[config.mk]
export PLATFORM = sky130hd
export DESIGN_NAME = div_share_arbiter_flat
export DESIGN_NICKNAME = d
export VERILOG_FILES = /design/src/rtl/div_share_arbiter_if.sv /design/src/rtl/div_share_arbiter.sv /design/src/flat_wrapper.sv
export SDC_FILE = /design/constraint.sdc
export NUM_CORES = 1
export LEC_CHECK = 0
export BUFFER_PORTS_ARGS = -buffer_cell sky130_fd_sc_hd__buf_4
export CAP_MARGIN = 10
export CORE_MARGIN = 4
export CORE_UTILIZATION = 53
export CTS_BUF_LIST = sky130_fd_sc_hd__clkbuf_2
export CTS_CLUSTER_DIAMETER = 60
export CTS_CLUSTER_SIZE = 28
export DETAILED_ROUTE_END_ITERATION = 12
export GPL_ROUTABILITY_DRIVEN = 0
export PLACE_DENSITY = 0.93
export SETUP_SLACK_MARGIN = 0.05
export SLEW_MARGIN = 0
export SYNTH_ARGS = -nofsm -noshare
export SYNTH_HDL_FRONTEND = slang
export SYNTH_SLANG_ARGS = --single-unit
[constraint.sdc]
create_clock -name clk -period 4.5 [get_ports clk]
set_input_delay 0.9 -clock clk [delete_from_list [all_inputs] [get_ports clk]]
set_output_delay 0.9 -clock clk [all_outputs]
set_load 0.02 [all_outputs]
[src/rtl/div_share_arbiter_if.sv]
// Client- and divider-facing signals of div_share_arbiter.
// slave: arbiter side; master: the clients plus the divider instance.
interface div_share_arbiter_if #(
  parameter int WIDTH = 10
);
  logic [1:0]       req;
  logic [WIDTH-1:0] a0;
  logic [WIDTH-1:0] b0;
  logic [WIDTH-1:0] a1;
  logic [WIDTH-1:0] b1;
  logic [1:0]       gnt;
  logic [1:0]       rsp_valid;
  logic [WIDTH-1:0] rsp_q;
  logic             rsp_ov;
  logic             rsp_dvz;
  logic             rsp_tmo;
  logic             busy;
  logic             div_rst;
  logic             div_loading_done;
  logic             div_start;
  logic             div_ld_a;
  logic             div_ld_b;
  logic [WIDTH-1:0] div_a;
  logic [WIDTH-1:0] div_b;
  logic [WIDTH-1:0] div_q;
  logic             div_ov;
  logic             div_dvz;
  logic             div_done;

  modport slave (
    input  req, a0, b0, a1, b1, div_q, div_ov, div_dvz, div_done,
    output gnt, rsp_valid, rsp_q, rsp_ov, rsp_dvz, rsp_tmo, busy,
           div_rst, div_loading_done, div_start, div_ld_a, div_ld_b, div_a, div_b
  );

  modport master (
    output req, a0, b0, a1, b1, div_q, div_ov, div_dvz, div_done,
    input  gnt, rsp_valid, rsp_q, rsp_ov, rsp_dvz, rsp_tmo, busy,
           div_rst, div_loading_done, div_start, div_ld_a, div_ld_b, div_a, div_b
  );
endinterface

[src/rtl/div_share_arbiter.sv]
// Round-robin sharing of one fixed_point_division unit between two requesters,
// with load/start sequencing, a completion watchdog and registered responses.
module div_share_arbiter #(
  parameter int WIDTH   = 10,
  parameter int TIMEOUT = 64,
  parameter int CNT_W   = 7
) (
  input logic              clk,
  input logic              rst,
  div_share_arbiter_if.slave bus
);

  typedef enum logic [2:0] {
    S_IDLE,
    S_LOAD,
    S_START,
    S_WAIT,
    S_RESP
  } state_t;

  localparam logic [CNT_W-1:0] WD_LAST = CNT_W'(TIMEOUT - 1);

  state_t           state;
  logic             rr_ptr;
  logic             win;
  logic [CNT_W-1:0] wdog;

  logic             pick;
  logic [WIDTH-1:0] sel_a;
  logic [WIDTH-1:0] sel_b;

  always_comb begin
    pick  = (bus.req == 2'b11) ? rr_ptr : bus.req[1];
    sel_a = pick ? bus.a1 : bus.a0;
    sel_b = pick ? bus.b1 : bus.b0;
  end

  // All outputs are registered: each state's strobes are set on the edge that
  // leaves the previous state, so they are visible while the state is occupied+1.
  always_ff @(posedge clk) begin
    if (rst) begin
      state                <= S_IDLE;
      rr_ptr               <= 1'b0;
      win                  <= 1'b0;
      wdog                 <= '0;
      bus.div_a            <= '0;
      bus.div_b            <= '0;
      bus.gnt              <= '0;
      bus.rsp_valid        <= '0;
      bus.rsp_q            <= '0;
      bus.rsp_ov           <= 1'b0;
      bus.rsp_dvz          <= 1'b0;
      bus.rsp_tmo          <= 1'b0;
      bus.busy             <= 1'b0;
      bus.div_rst          <= 1'b1;
      bus.div_loading_done <= 1'b0;
      bus.div_start        <= 1'b0;
      bus.div_ld_a         <= 1'b0;
      bus.div_ld_b         <= 1'b0;
    end else begin
      bus.gnt       <= '0;
      bus.rsp_valid <= '0;
      bus.div_rst   <= 1'b0;
      bus.div_start <= 1'b0;
      bus.div_ld_a  <= 1'b0;
      bus.div_ld_b  <= 1'b0;
      unique case (state)
        S_IDLE: begin
          if (bus.req != 2'b00) begin
            bus.div_a <= sel_a;
            bus.div_b <= sel_b;
            win       <= pick;
            bus.gnt   <= {pick, ~pick};
            rr_ptr    <= ~pick;
            bus.busy  <= 1'b1;
            state     <= S_LOAD;
          end
        end
        S_LOAD: begin
          bus.div_ld_a <= 1'b1;
          bus.div_ld_b <= 1'b1;
          state        <= S_START;
        end
        S_START: begin
          bus.div_loading_done <= 1'b1;
          bus.div_start        <= 1'b1;
          wdog                 <= '0;
          state                <= S_WAIT;
        end
        S_WAIT: begin
          wdog <= wdog + 1'b1;
          // Completion is checked first so a done on the last watchdog cycle still wins.
          if (bus.div_done) begin
            bus.rsp_q            <= bus.div_q;
            bus.rsp_ov           <= bus.div_ov;
            bus.rsp_dvz          <= bus.div_dvz;
            bus.rsp_tmo          <= 1'b0;
            bus.rsp_valid        <= {win, ~win};
            bus.div_loading_done <= 1'b0;
            state                <= S_RESP;
          end else if (wdog == WD_LAST) begin
            bus.rsp_q            <= '0;
            bus.rsp_ov           <= 1'b0;
            bus.rsp_dvz          <= 1'b0;
            bus.rsp_tmo          <= 1'b1;
            bus.rsp_valid        <= {win, ~win};
            bus.div_rst          <= 1'b1;
            bus.div_loading_done <= 1'b0;
            state                <= S_RESP;
          end
        end
        S_RESP: begin
          bus.busy <= 1'b0;
          state    <= S_IDLE;
        end
        default: begin
          bus.busy             <= 1'b0;
          bus.div_loading_done <= 1'b0;
          state                <= S_IDLE;
        end
      endcase
    end
  end

endmodule

[src/flat_wrapper.sv]
// flat-port wrapper written by rule: the top's interface ports become plain ports
module div_share_arbiter_flat 
#(
  parameter int WIDTH   = 10,
  parameter int TIMEOUT = 64,
  parameter int CNT_W   = 7
)
  (clk, rst, bus_req, bus_a0, bus_b0, bus_a1, bus_b1, bus_div_q, bus_div_ov, bus_div_dvz, bus_div_done, bus_gnt, bus_rsp_valid, bus_rsp_q, bus_rsp_ov, bus_rsp_dvz, bus_rsp_tmo, bus_busy, bus_div_rst, bus_div_loading_done, bus_div_start, bus_div_ld_a, bus_div_ld_b, bus_div_a, bus_div_b);
  div_share_arbiter_if #(.WIDTH(WIDTH)) bus_i ();
  input logic clk;
  input logic rst;
  input wire logic [$bits(bus_i.req)-1:0] bus_req;
  input wire logic [$bits(bus_i.a0)-1:0] bus_a0;
  input wire logic [$bits(bus_i.b0)-1:0] bus_b0;
  input wire logic [$bits(bus_i.a1)-1:0] bus_a1;
  input wire logic [$bits(bus_i.b1)-1:0] bus_b1;
  input wire logic [$bits(bus_i.div_q)-1:0] bus_div_q;
  input wire logic [$bits(bus_i.div_ov)-1:0] bus_div_ov;
  input wire logic [$bits(bus_i.div_dvz)-1:0] bus_div_dvz;
  input wire logic [$bits(bus_i.div_done)-1:0] bus_div_done;
  output wire logic [$bits(bus_i.gnt)-1:0] bus_gnt;
  output wire logic [$bits(bus_i.rsp_valid)-1:0] bus_rsp_valid;
  output wire logic [$bits(bus_i.rsp_q)-1:0] bus_rsp_q;
  output wire logic [$bits(bus_i.rsp_ov)-1:0] bus_rsp_ov;
  output wire logic [$bits(bus_i.rsp_dvz)-1:0] bus_rsp_dvz;
  output wire logic [$bits(bus_i.rsp_tmo)-1:0] bus_rsp_tmo;
  output wire logic [$bits(bus_i.busy)-1:0] bus_busy;
  output wire logic [$bits(bus_i.div_rst)-1:0] bus_div_rst;
  output wire logic [$bits(bus_i.div_loading_done)-1:0] bus_div_loading_done;
  output wire logic [$bits(bus_i.div_start)-1:0] bus_div_start;
  output wire logic [$bits(bus_i.div_ld_a)-1:0] bus_div_ld_a;
  output wire logic [$bits(bus_i.div_ld_b)-1:0] bus_div_ld_b;
  output wire logic [$bits(bus_i.div_a)-1:0] bus_div_a;
  output wire logic [$bits(bus_i.div_b)-1:0] bus_div_b;
  assign bus_i.req = bus_req;
  assign bus_i.a0 = bus_a0;
  assign bus_i.b0 = bus_b0;
  assign bus_i.a1 = bus_a1;
  assign bus_i.b1 = bus_b1;
  assign bus_i.div_q = bus_div_q;
  assign bus_i.div_ov = bus_div_ov;
  assign bus_i.div_dvz = bus_div_dvz;
  assign bus_i.div_done = bus_div_done;
  assign bus_gnt = bus_i.gnt;
  assign bus_rsp_valid = bus_i.rsp_valid;
  assign bus_rsp_q = bus_i.rsp_q;
  assign bus_rsp_ov = bus_i.rsp_ov;
  assign bus_rsp_dvz = bus_i.rsp_dvz;
  assign bus_rsp_tmo = bus_i.rsp_tmo;
  assign bus_busy = bus_i.busy;
  assign bus_div_rst = bus_i.div_rst;
  assign bus_div_loading_done = bus_i.div_loading_done;
  assign bus_div_start = bus_i.div_start;
  assign bus_div_ld_a = bus_i.div_ld_a;
  assign bus_div_ld_b = bus_i.div_ld_b;
  assign bus_div_a = bus_i.div_a;
  assign bus_div_b = bus_i.div_b;
  div_share_arbiter #(.WIDTH(WIDTH), .TIMEOUT(TIMEOUT), .CNT_W(CNT_W)) u_core (.clk(clk), .rst(rst), .bus(bus_i));
endmodule
; After elaboration in Yosys (flattened, before gate mapping)
; Cells that the tools add are included.
[word_totals]
register_bits = 54
out_inout_bits = 43
input_bits = 57
wordCells = 72
[op_classes]
muxes = 26
bitwise_logic = 7
n_reduce_logical = 13
n_addsub = 1
eq_ne = 8
[ops]
columns = cell, n
row1 = two-way mux 10 bit, 4
row2 = one-hot mux 7 bit (2 select lines), 1
row3 = two-way mux 1 bit, 13
row4 = one-hot mux 3 bit (4 select lines), 1
row5 = AND reduction 2 bit, 5
row6 = two-way mux 3 bit, 3
row7 = OR reduction 3 bit, 3
row8 = adder 7 x 1 -> 7 bit (second input constant), 1
row9 = == test 7 x 6 -> 1 bit (second input constant), 1
row10 = inverter 1 bit, 7
row11 = == test 3 x 2 -> 1 bit (second input constant), 2
row12 = nonzero test 2 bit, 3
row13 = two-way mux 2 bit, 2
row14 = == test 3 x 1 -> 1 bit (second input constant), 1
row15 = == test 3 bit (second input constant), 1
row16 = zero test 3 bit, 1
row17 = inequality test 3 x 2 -> 1 bit (second input constant), 1
row18 = one-hot mux 1 bit (3 select lines), 1
row19 = == test 2 bit (second input constant), 1
row20 = inequality test 2 x 1 -> 1 bit (second input constant), 1
row21 = one-hot mux 1 bit (2 select lines), 1
row22 = OR reduction 2 bit, 1

; Longest topological paths before layout
; Gate-level depths: netlist of run 1.
[depth]
word_depth = 4
depth_mapped = 6
depth_no_buf = 4

; Worst setup path after synthesis of run 1
; No wires, ideal clock.
[synth_path]
path_kind = input port to flip-flop
start = input port bus_req[0]
end = register u_core.bus.div_a[0] (netlist name)
arrival_ns = 1.903
setup_time_ns = 0.059
n_path_buf = 1
path_slack_ns = 2.538
stages = 4
path_cell_list = or4b_1 -> a211oi_2 -> buf_2 -> a221o_1
[synth_between]
elab_chain_cells = 3
word_cells_on_any_way = 5
classes_between = eq/ne (1) / mux (2) / reduce/logical (2)
[synth_lines]
columns = element, line_no
row1 = from (decl), flat_wrapper.sv:12  ; input wire logic [$bits(bus_i.req)-1:0] bus_req;
row2 = == test 2 bit, div_share_arbiter.sv:33  ; pick = (bus.req == 2'b11) ? rr_ptr : bus.req[1];
row3 = two-way mux 1 bit, div_share_arbiter.sv:33
row4 = two-way mux 10 bit, div_share_arbiter.sv:34  ; sel_a = pick ? bus.a1 : bus.a0;
row5 = to (signal assigned), div_share_arbiter.sv:70  ; bus.div_a <= sel_a;
row6 = to (decl), div_share_arbiter_if.sv:33  ; div_rst, div_loading_done, div_start, div_ld_a, div_ld_b, div_a, div_b
; Parallel ways exist; a longest one is shown, timed or not.
; A chain may end at the register's enable or synchronous reset.

; Worst setup path after layout of run 1
[layout_path]
start = input port bus_req[0]
end = register u_core.bus.div_a[2] (netlist name)
; The elaborated chain is that of the path after synthesis.

==> results by group, run 1 <==
Status
  – Status: complete, no violations

Power
  – Pwr Density: approximately 320 nW/µm²
  – Internal power: 0.667 mW
  – VDD IR-drop max: 0.234 mV
  – Comb power frac: around a quarter
  – Switching pwr: 0.301 mW
  – Sw Share: a little under a third
  – Sequential share of power: 56.2%
  – Leak pwr: 1.25 nW
  – Clock share of power: 19.0%

Detailed routing
  – DR WL/cell: 17.3 µm
  – DRT iter0 DRCs: 155
  – DRC: 0
  – DRT antenna net count: 0
  – DRT Pass-1 Iters: 4
  – WL final: around 6.2 mm
  – Via density: 6.09
  – Vias: 2,192

Worst setup path
  – Register-to-Register Path Depth: 4
  – Data required, critical path: ~4.9 ns
  – Worst Path Max Fanout: 22
  – Critical path launch point type: input pin
  – Crit path DAT: roughly 2.4 ns
  – CP Capture Type: register
  – Worst Setup Path Type: input pin to register

STA
  – Aggregate negative setup slack: 0 ns
  – Period utilization: a little under half
  – Post-route setup slack: 2.43 ns
  – Slew @ Worst Pin: ~1.2 ns
  – Hold Slack: 0.495 ns
  – Max Fclk: 0.483 GHz
  – Fin crit period: 2.07 ns
  – RSZ-0062 raised after global routing: false
  – Max Slew Vio Count: 0
  – Clock skew: 0.00595 ns
  – Final hold vios: 0
  – Final setup fails: 0
  – Relative slew slack: 19.0%

CTS
  – Clk sinks: 54
  – CTS Buf Count: 5
  – TritonCTS clock tree: built
  – Post-CTS sizing: 0
  – Clock transition at path regs: between 0.2 and 0.3 ns
  – Setup Fix Bufs, Post-CTS: 0
  – Clk buf depth: 2
  – Clock insertion delay at the later pin of the skew report: 0.42 ns
  – Root buffer cell: clkbuf_2
  – Number of H-tree levels: 2
  – CTS Hold Buffers Added: 0

Floorplanning
  – Die Wd: 74.2 µm
  – # rows: 23
  – I/O pin cnt: 100
  – Core area: between 4000 and 5000 µm²
  – Initial core utilization: 56.5%
  – Die ar.: 5510 µm²
  – Chip height: approximately 74 µm

Synthesis
  – Leading area contributor after synthesis: dfxtp_1
  – Yosys cell types: 46
  – Syn_area_per_cell: roughly 10 µm²
  – Most area-consuming cells after synthesis: dfxtp_1, a221o_1, nor4b_2
  – Flops & latches, synth: 54
  – Synthesized area: about 2300 µm²
  – Post-synth EDFFs: 0
  – Synthesized net count: about 280
  – Async S/R FF share, synth: 0%
  – Top FF cell, synth: dfxtp_1
  – Most common cell in the netlist: dfxtp_1
  – Post-Syn Instances: 224
  – Top-area cell type share of the netlist area: 46.5%
  – Synth warn: 0
  – Sequential area share after synthesis: between 40% and 50%
  – Commonest cells in the netlist: dfxtp_1, a21oi_1, a221o_1, nand2_1

Placed design
  – Placed insts: 352
  – Port Buffers: 99
  – Post-place setup slack: about 2.0 ns
  – Detailed placement HPWL: around 4.5 mm

Layout
  – Non-Filler Instances: 360
  – Diode count: 0
  – Share of post-route cells with drive strength above 1: 40.6%
  – Util after Layout: around 74%
  – Area delta synth->final: 31.7%
  – Final nets: 367

Job
  – Maxcap violations: 0

GRT
  – Pin count of the biggest net entering global routing: 49
  – First-pass GRT wire length: between 9 and 10 mm
  – Vias in the first global route: 2,127
  – GRT Total Usage: 22.0%
  – Initial antenna violation count: 0
  – Remaining Overflow, GRT: 0

Hold path
  – Worst hold path class: register to register
  – Worst Hold Depth: 1
cells in the final DEF, fill, tap and decap left out, types with 3 or more instances in the layout:
cell / n
a21oi_1: 21
a221o_1: 20
a311oi_1: 13
buf_4: 101
clkbuf_2: 6
dfxtp_1: 54
inv_1: 3
nand2_1: 15
nand2b_1: 3
nor2_1: 8
nor3_1: 3
nor4b_1: 7
nor4b_2: 13
o21ai_0: 5
or3_1: 3
power groups by stage:
stage	sequential (mW)	clock, mW	combinational (mW)
after global routing	0.549	0.206	0.256
final	0.544	0.184	0.240
after global placement	0.551	0	0.235
after CTS	0.543	0.191	0.241
after floorplan	0.579	0	0.111
after detailed placement	0.552	0	0.240
cell families after synthesis:
kind of cell	share of synthesized area [%]
adder cells (fa/ha/maj)	0.538
XOR/XNOR	0.377
AO/OA/AOI/OAI	23.0
AND/OR/NAND/NOR	23.3
multiplexers	0.431
flip-flops	46.5
buffers and inverters	5.87
worst max-delay path, cell delays in order:
cell and delay, ns:
buf_4 0.10, nor2b_2 0.95, nor4b_1 0.14, a221o_1 0.32
state kept, by name (all words and copies together) (netlist names), 2 cells and up:
name	flops
u_core.bus.div_b	10
u_core.bus.gnt	2
u_core.wdog	7
u_core.bus.div_a	10
u_core.bus.rsp_q	10
u_core.state	3
u_core.bus.rsp_valid	2
routing by layer:
metal / global-route usage [%] / routed length [µm]
met3: 5.00 / 614
met4: 7.91 / 76
met5: 0 / 0
met1: 26.4 / 2500
met2: 38.7 / 3040
path summary, 6_finish.rpt:
check | start | endpoint | slack, ns
setup reg to reg | u_core.state[2]$_SDFFE_PP0P_ | u_core.bus.div_b[0]$_SDFFE_PP0P_ | 2.47
setup / recovery | bus_req[0] | u_core.bus.div_a[2]$_SDFFE_PP0P_ | 2.43
hold / removal | u_core.win$_SDFFE_PP0P_ | u_core.bus.rsp_valid[0]$_SDFF_PP0_ | 0.50
hold reg to reg | u_core.win$_SDFFE_PP0P_ | u_core.bus.rsp_valid[0]$_SDFF_PP0_ | 0.50
through the flow:
| stage | instance area (µm²) | total power, mW |
|---|---|---|
| finish | 3060 | 0.968 |
| global route | 3060 | 1.01 |
| CTS | 3060 | 0.975 |
| detailed placement | 3020 | 0.792 |
| global placement | 3020 | 0.786 |
| floorplan | 2320 | 0.691 |
area by class of cell:
type                            count  area (µm²)
Timing Repair Buffer              101         758
Multi-Input combinational cell    144        1110
Sequential cell                    54        1080
Tap cell                           50        62.6
Clock buffer                        6        30.0
Inverter                            3        11.3
Fill cell                         284        1050
Clock inverter                      2        8.76
Power figures use the tool's default switching activity.
==> inputs of run 2 (changes only) <==
--- a/config.mk
+++ b/config.mk
@@ -8,13 +8,13 @@
 export BUFFER_PORTS_ARGS = -buffer_cell sky130_fd_sc_hd__buf_4
 export CAP_MARGIN = 10
 export CORE_MARGIN = 4
-export CORE_UTILIZATION = 53
+export CORE_UTILIZATION = 44
 export CTS_BUF_LIST = sky130_fd_sc_hd__clkbuf_2
 export CTS_CLUSTER_DIAMETER = 60
 export CTS_CLUSTER_SIZE = 28
 export DETAILED_ROUTE_END_ITERATION = 12
 export GPL_ROUTABILITY_DRIVEN = 0
-export PLACE_DENSITY = 0.93
+export PLACE_DENSITY = 0.83
 export SETUP_SLACK_MARGIN = 0.05
 export SLEW_MARGIN = 0
 export SYNTH_ARGS = -nofsm -noshare
==> constraint.sdc (replaced) <==
create_clock -name clk -period 1.8 [get_ports clk]
set_input_delay 0.36 -clock clk [delete_from_list [all_inputs] [get_ports clk]]
set_output_delay 0.36 -clock clk [all_outputs]
set_load 0.02 [all_outputs]
==> run 2 against run 1 <==
- utilization down 12 points
- clock power up 140%
- clock skew up 0.012 ns
- via count down 0.18%
- global-route usage down 3.0 points
- sequential power up 150%
- register-to-register slack worse by 2.3 ns
- count of clock-buffer cells in the layout down 1
- final cell count up 8.1%
- non-clock buffer count up 9
- critical endpoint unchanged
- largest power group unchanged
- highest routed layer unchanged
==> results by group, run 2 (synthesized netlist as in run 1, its figures left out) <==
Status
  – Status: complete, no violations

Placed design
  – Port Buffers: 99 (unchanged)
  – DP Area: 3130 µm² (+3.5%)
  – Placed insts: 381 (+8.2%)
  – Detailed placement HPWL: 4.46 mm (-0.64%)

Worst setup path
  – Worst Path Max Fanout: 22 (unchanged)
  – Stages on worst setup path: 3 (-1)
  – Crit-path leading delay family: simple AND/OR/NAND/NOR gates
  – Reg2reg setup slack: 0.16 ns (-2.31 ns)
  – Critical path's largest stage delay: 0.70 ns (-0.25 ns)
  – Data required, critical path: 2.18 ns (-2.67 ns)
  – Worst setup startpoint: u_core.state[0]$_SDFFE_PP0P_
  – Critical path launch point type: register
  – Crit path DAT: 2.02 ns (-0.40 ns)
  – Worst Setup Path Type: register to register
  – Crit path cell chain: or4b_4 > nor4b_1 > a221o_1
  – Crit-path slowest cell: or4b_4
  – RR Startpoint: u_core.state[0]$_SDFFE_PP0P_
  – Setup crit end: u_core.bus.div_a[2]$_SDFFE_PP0P_
  – Worst R2R End: u_core.bus.div_a[2]$_SDFFE_PP0P_
  – Register-to-Register Path Depth: 3 (-1)
  – CP Capture Type: register
  – Worst Path Buf+Inv: 0 (-1)

STA
  – Final hold vios: 0 (unchanged)
  – Fin crit period: ~1.6 ns
  – RSZ-0062 raised after global routing: false
  – Final setup fails: 0 (unchanged)
  – Aggregate negative setup slack: 0 ns (unchanged)
  – Max Slew Vio Count: 0 (unchanged)
  – Period utilization: 91.0%
  – Relative slew slack: 70.5% (+51 points)
  – Max Fclk: 0.610 GHz
  – Clock skew: 0.0176 ns (+0.0117 ns)
  – Slew @ Worst Pin: 0.443 ns (-0.766 ns)

CTS
  – Clk buf depth: 2 (unchanged)
  – Clk sinks: 54 (unchanged)
  – Root buffer cell: clkbuf_2
  – Number of H-tree levels: 2 (unchanged)
  – Clock transition at path regs: 0.25 ns (about the same)
  – Clock insertion delay at the later pin of the skew report: 0.42 ns (about the same)
  – CTS Hold Buffers Added: 0 (unchanged)
  – Post-CTS sizing: 0 (unchanged)
  – CTS Buf Count: 5 (unchanged)
  – Setup Fix Bufs, Post-CTS: 0 (unchanged)
  – TritonCTS clock tree: built

Layout
  – Commonest non-fill, non-tap cell in the layout: buf_4
  – Post-route cell area: 3160 µm² (+3.4%)
  – Share of post-route cells with drive strength above 1: 41.7% (+1.0 points)
  – Largest regs: u_core.bus.div_a: 10 flops, u_core.bus.div_b: 10 flops, u_core.bus.rsp_q: 10 flops
  – Commonest non-fill, non-tap cells in the layout: buf_4, dfxtp_1, a21oi_1
  – Final nets: 376 (+2.5%)
  – Non-Filler Instances: 389 (+8.1%)
  – Area delta synth->final: 36.1%
  – Diode count: 0 (unchanged)

Power
  – Internal power: 1.68 mW (+150%)
  – Sequential share of power: 55.4% (-0.8 points)
  – Sw Share: 30.7% (-0.41 points)
  – Leak pwr: 1.29 nW (+3.5%)
  – Clock share of power: 17.9% (-1.1 points)
  – Comb power frac: 26.7% (+1.9 points)
  – VDD IR-drop max: 0.333 mV (+42%)
  – Switching pwr: 0.744 mW (+150%)
  – Pwr Density: 766 nW/µm² (+140%)
  – Final Power: 2.42 mW (+150%)

Floorplanning
  – # rows: 26 (+13%)
  – Die ar.: 6510 µm² (+18%)
  – Initial core utilization: 45.5% (-11 points)
  – I/O pin cnt: 100 (unchanged)
  – Die Wd: 80.7 µm (+8.7%)
  – Core area: 5110 µm² (+24%)
  – Chip height: 80.7 µm (+8.7%)

GRT
  – GRT Total Usage: 19.0% (-3.0 points)
  – Vias in the first global route: 2,102 (-1.2%)
  – First-pass GRT wire length: 9.82 mm (+2.6%)
  – Initial antenna violation count: 0 (unchanged)
  – Pin count of the biggest net entering global routing: 26 (-47%)
  – Remaining Overflow, GRT: 0 (unchanged)

Detailed routing
  – DRC: 0 (unchanged)
  – Via density: 5.62 (-7.6%)
  – DRT antenna net count: 0 (unchanged)
  – DRT iter0 DRCs: 92 (-41%)
  – WL final: 6.15 mm (-1.3%)
  – Vias: 2,188 (-0.18%)
  – DR WL/cell: 15.8 µm (-8.7%)
  – DRT Pass-1 Iters: 4 (unchanged)

Job
  – Maxcap violations: 0 (unchanged)

Hold path
  – Worst hold path class: input pin to register
==> run 2: changes by cell type in the layout (fill, tap and decap cells not counted), sizes merged <==
cell and change:
clkinv +1, clkbuf -1, buf +9
==> run 2: worst register-to-register path: cells and delay by family, from the launching register on <==
kind	cells	cell delay [ns]
AND/OR/NAND/NOR	2	1.05
flip-flops	1	0.39
AO/OA/AOI/OAI	1	0.16
==> run 2: worst min-delay path by stage <==
stage	start	endpoint	slack (ns)	cells past startpoint
after CTS	bus_req[1]	u_core.rr_ptr$_SDFFE_PP0P_	0.12	2
after detailed placement	u_core.win$_SDFFE_PP0P_	u_core.bus.rsp_valid[0]$_SDFF_PP0_	0.44	1
after global placement	u_core.win$_SDFFE_PP0P_	u_core.bus.rsp_valid[0]$_SDFF_PP0_	0.45	1
after floorplan	u_core.win$_SDFFE_PP0P_	u_core.bus.rsp_valid[0]$_SDFF_PP0_	0.42	1
final	bus_b0[8]	u_core.bus.div_b[8]$_SDFFE_PP0P_	0.14	2
after global routing	bus_b0[9]	u_core.bus.div_b[9]$_SDFFE_PP0P_	0.08	2
==> run 2: power groups by stage <==
stage | combinational, mW | sequential (mW) | clock [mW]
2_1_floorplan | 0.278 | 1.45 | 0
3_3_place_gp | 0.635 | 1.36 | 0
3_5_place_dp | 0.647 | 1.36 | 0
4_1_cts | 0.649 | 1.34 | 0.461
5_1_grt | 0.696 | 1.35 | 0.511
6_report | 0.648 | 1.34 | 0.435
==> run 2: final cells by class <==
| class | instances | area (µm²) |
|---|---|---|
| Tap cell | 70 | 87.6 |
| Inverter | 3 | 11.3 |
| Timing Repair Buffer | 110 | 838 |
| Fill cell | 443 | 1940 |
| Clock inverter | 3 | 11.3 |
| Sequential cell | 54 | 1080 |
| Clock buffer | 5 | 25.0 |
| Multi-Input combinational cell | 144 | 1110 |
==> run 2: metrics by stage <==
step                      hold WS (ns)  util [%]  setup WS, ns
final                            0.144      62.0         0.161
after global routing            0.0847      62.0        0.0676
after CTS                        0.117      62.0         0.155
after detailed placement         0.442      61.2         0.127
after global placement           0.446      61.2         0.173
after floorplan                  0.417         -         0.268
==> run 2: per-layer routing <==
metal	track usage [%]	up-vias	wire length, µm
li1	-	1059	-
met1	23.6	1034	2620
met2	32.1	90	2870
met3	5.61	5	607
met4	4.73	0	53
met5	0	-	0
==> inputs of run 3 (changes only) <==
==> constraint.sdc (replaced) <==
create_clock -name clk -period 1.8 [get_ports clk]
set_input_delay 0.54 -clock clk [delete_from_list [all_inputs] [get_ports clk]]
set_output_delay 0.54 -clock clk [all_outputs]
set_load 0.02 [all_outputs]
==> run 3 against run 2 <==
- first-iteration DRC count is 33% lower
- clock skew up 0.0011 ns
- power up 2.1%
- utilization up 1.5 points
- count of clock-buffer cells in the layout is 1 higher
- routed wire length shrank 0.85%
- critical path type unchanged
==> results by group, run 3 (synthesized netlist as in run 1, its figures left out) <==
Status
  – Status: complete, no violations

Power
  – VDD IR-drop max: 0.410 mV (+23%)
  – Final Power: 2.48 mW (+2.1%)
  – Pwr Density: 764 nW/µm² (-0.27%)
  – Leak pwr: 1.33 nW (+2.8%)

Worst setup path
  – Critical path's largest stage delay: 0.59 ns (-0.11 ns)
  – Worst Path Max Fanout: 18 (-18%)
  – CP Capture Type: register
  – Crit path cell chain: or4b_4 > buf_12 > nor4b_1 > a221o_1
  – Worst Path Buf+Inv: 1 (+1)
  – Worst Setup Path Type: register to register
  – Data required, critical path: 2.20 ns (+0.02 ns)
  – Crit-path leading delay family: simple AND/OR/NAND/NOR gates
  – Crit-path slowest cell: or4b_4
  – Crit path DAT: 2.01 ns (about the same)
  – Critical path launch point type: register

STA
  – Max Slew Vio Count: 0 (unchanged)
  – Hold Slack: 0.306 ns (+0.162 ns)
  – Relative slew slack: 77.2% (+6.8 points)
  – Period utilization: 89.7% (-1.4 points)
  – Fin crit period: 1.61 ns (-0.0245 ns)
  – Max Fclk: 0.619 GHz (+1.5%)
  – RSZ-0062 raised after global routing: false
  – Final setup fails: 0 (unchanged)
  – Clock skew: 0.0188 ns (+0.00113 ns)
  – Aggregate negative setup slack: 0 ns (unchanged)
  – Slew @ Worst Pin: 0.342 ns (-0.102 ns)
  – Final hold vios: 0 (unchanged)

Floorplanning
  – # rows: 26 (unchanged)
  – Core area: 5110 µm² (unchanged)
  – I/O pin cnt: 100 (unchanged)
  – Initial core utilization: 45.5% (unchanged)
  – Die Wd: 80.7 µm (unchanged)
  – Die ar.: 6510 µm² (unchanged)
  – Chip height: 80.7 µm (unchanged)

Layout
  – Diode count: 0 (unchanged)
  – Area delta synth->final: 39.3%
  – Share of post-route cells with drive strength above 1: 42.9% (+1.2 points)
  – Commonest non-fill, non-tap cell in the layout: buf_4
  – Commonest non-fill, non-tap cells in the layout: buf_4, dfxtp_1, a21oi_1
  – Util after Layout: 63.4% (+1.5 points)
  – Largest regs: u_core.bus.div_a: 10 flops, u_core.bus.div_b: 10 flops, u_core.bus.rsp_q: 10 flops
  – Post-route cell area: 3240 µm² (+2.4%)
  – Final nets: 379 (+0.80%)

Detailed routing
  – DRT iter0 DRCs: 62 (-33%)
  – DRC: 0 (unchanged)
  – Via density: 5.56 (-1.1%)
  – DRT antenna net count: 0 (unchanged)
  – DRT Pass-1 Iters: 4 (unchanged)
  – Vias: 2,180 (-0.37%)
  – WL final: 6.10 mm (-0.85%)
  – DR WL/cell: 15.6 µm (-1.6%)

CTS
  – Clk buf depth: 2 (unchanged)
  – Root buffer cell: clkbuf_2
  – Post-CTS sizing: 0 (unchanged)
  – Clock transition at path regs: 0.25 ns (about the same)
  – CTS Buf Count: 5 (unchanged)
  – Clock insertion delay at the later pin of the skew report: 0.43 ns (about the same)
  – Number of H-tree levels: 2 (unchanged)
  – Clk sinks: 54 (unchanged)
  – CTS Hold Buffers Added: 0 (unchanged)
  – Setup Fix Bufs, Post-CTS: 0 (unchanged)
  – TritonCTS clock tree: built

GRT
  – Pin count of the biggest net entering global routing: 26 (unchanged)
  – Remaining Overflow, GRT: 0 (unchanged)
  – First-pass GRT wire length: 9.62 mm (-2.0%)
  – Vias in the first global route: 2,113 (+0.52%)
  – Initial antenna violation count: 0 (unchanged)
  – GRT Total Usage: 18.4% (-0.56 points)

Placed design
  – DP Area: 3200 µm² (+2.3%)
  – Detailed placement HPWL: 4.59 mm (+3.1%)
  – Port Buffers: 99 (unchanged)

Job
  – Maxcap violations: 0 (unchanged)

Hold path
  – Worst hold path class: input pin to register
==> run 3: worst paths after layout <==
check                                     end  slack [ns]  depth (start not counted)                    startpoint
max          u_core.bus.div_a[1]$_SDFFE_PP0P_        0.19                          4  u_core.state[2]$_SDFFE_PP0P_
min          u_core.bus.div_a[3]$_SDFFE_PP0P_        0.31                          2                     bus_a0[3]
min reg2reg       u_core.wdog[6]$_SDFFE_PP0P_        0.51                          2   u_core.wdog[6]$_SDFFE_PP0P_
max reg2reg  u_core.bus.div_a[1]$_SDFFE_PP0P_        0.19                          4  u_core.state[2]$_SDFFE_PP0P_
==> run 3: stage by stage <==
| step | instances | setup slack (ns) |
|---|---|---|
| after detailed placement | 384 | -0.0296 |
| after global placement | 384 | 0.0293 |
| final | 392 | 0.186 |
| after global routing | 392 | 0.0622 |
| after floorplan | 224 | 0.198 |
| after CTS | 392 | 0.162 |
==> run 3: cell type report <==
class                      instances  area [µm²]
tap                               70        87.6
fill                             433        1870
multi-input combinational        144        1110
inverter                           3        11.3
clock inverter                     2        8.76
clock buffer                       6        30.0
sequential                        54        1080
timing repair buffer             113         911
==> run 3: where the power goes <==
part	switching [mW]	internal, mW
logic	0.338	0.334
clock network	0.366	0.0957
registers	0.0539	1.29
total	0.758	1.72
==> run 3: routing by layer <==
metal,up-vias,track usage (%),share of wire [%]
met5,-,0,0
met4,0,3.55,0.57
met3,3,5.61,9.8
met2,87,31.0,48
met1,1024,23.3,42
li1,1066,-,-
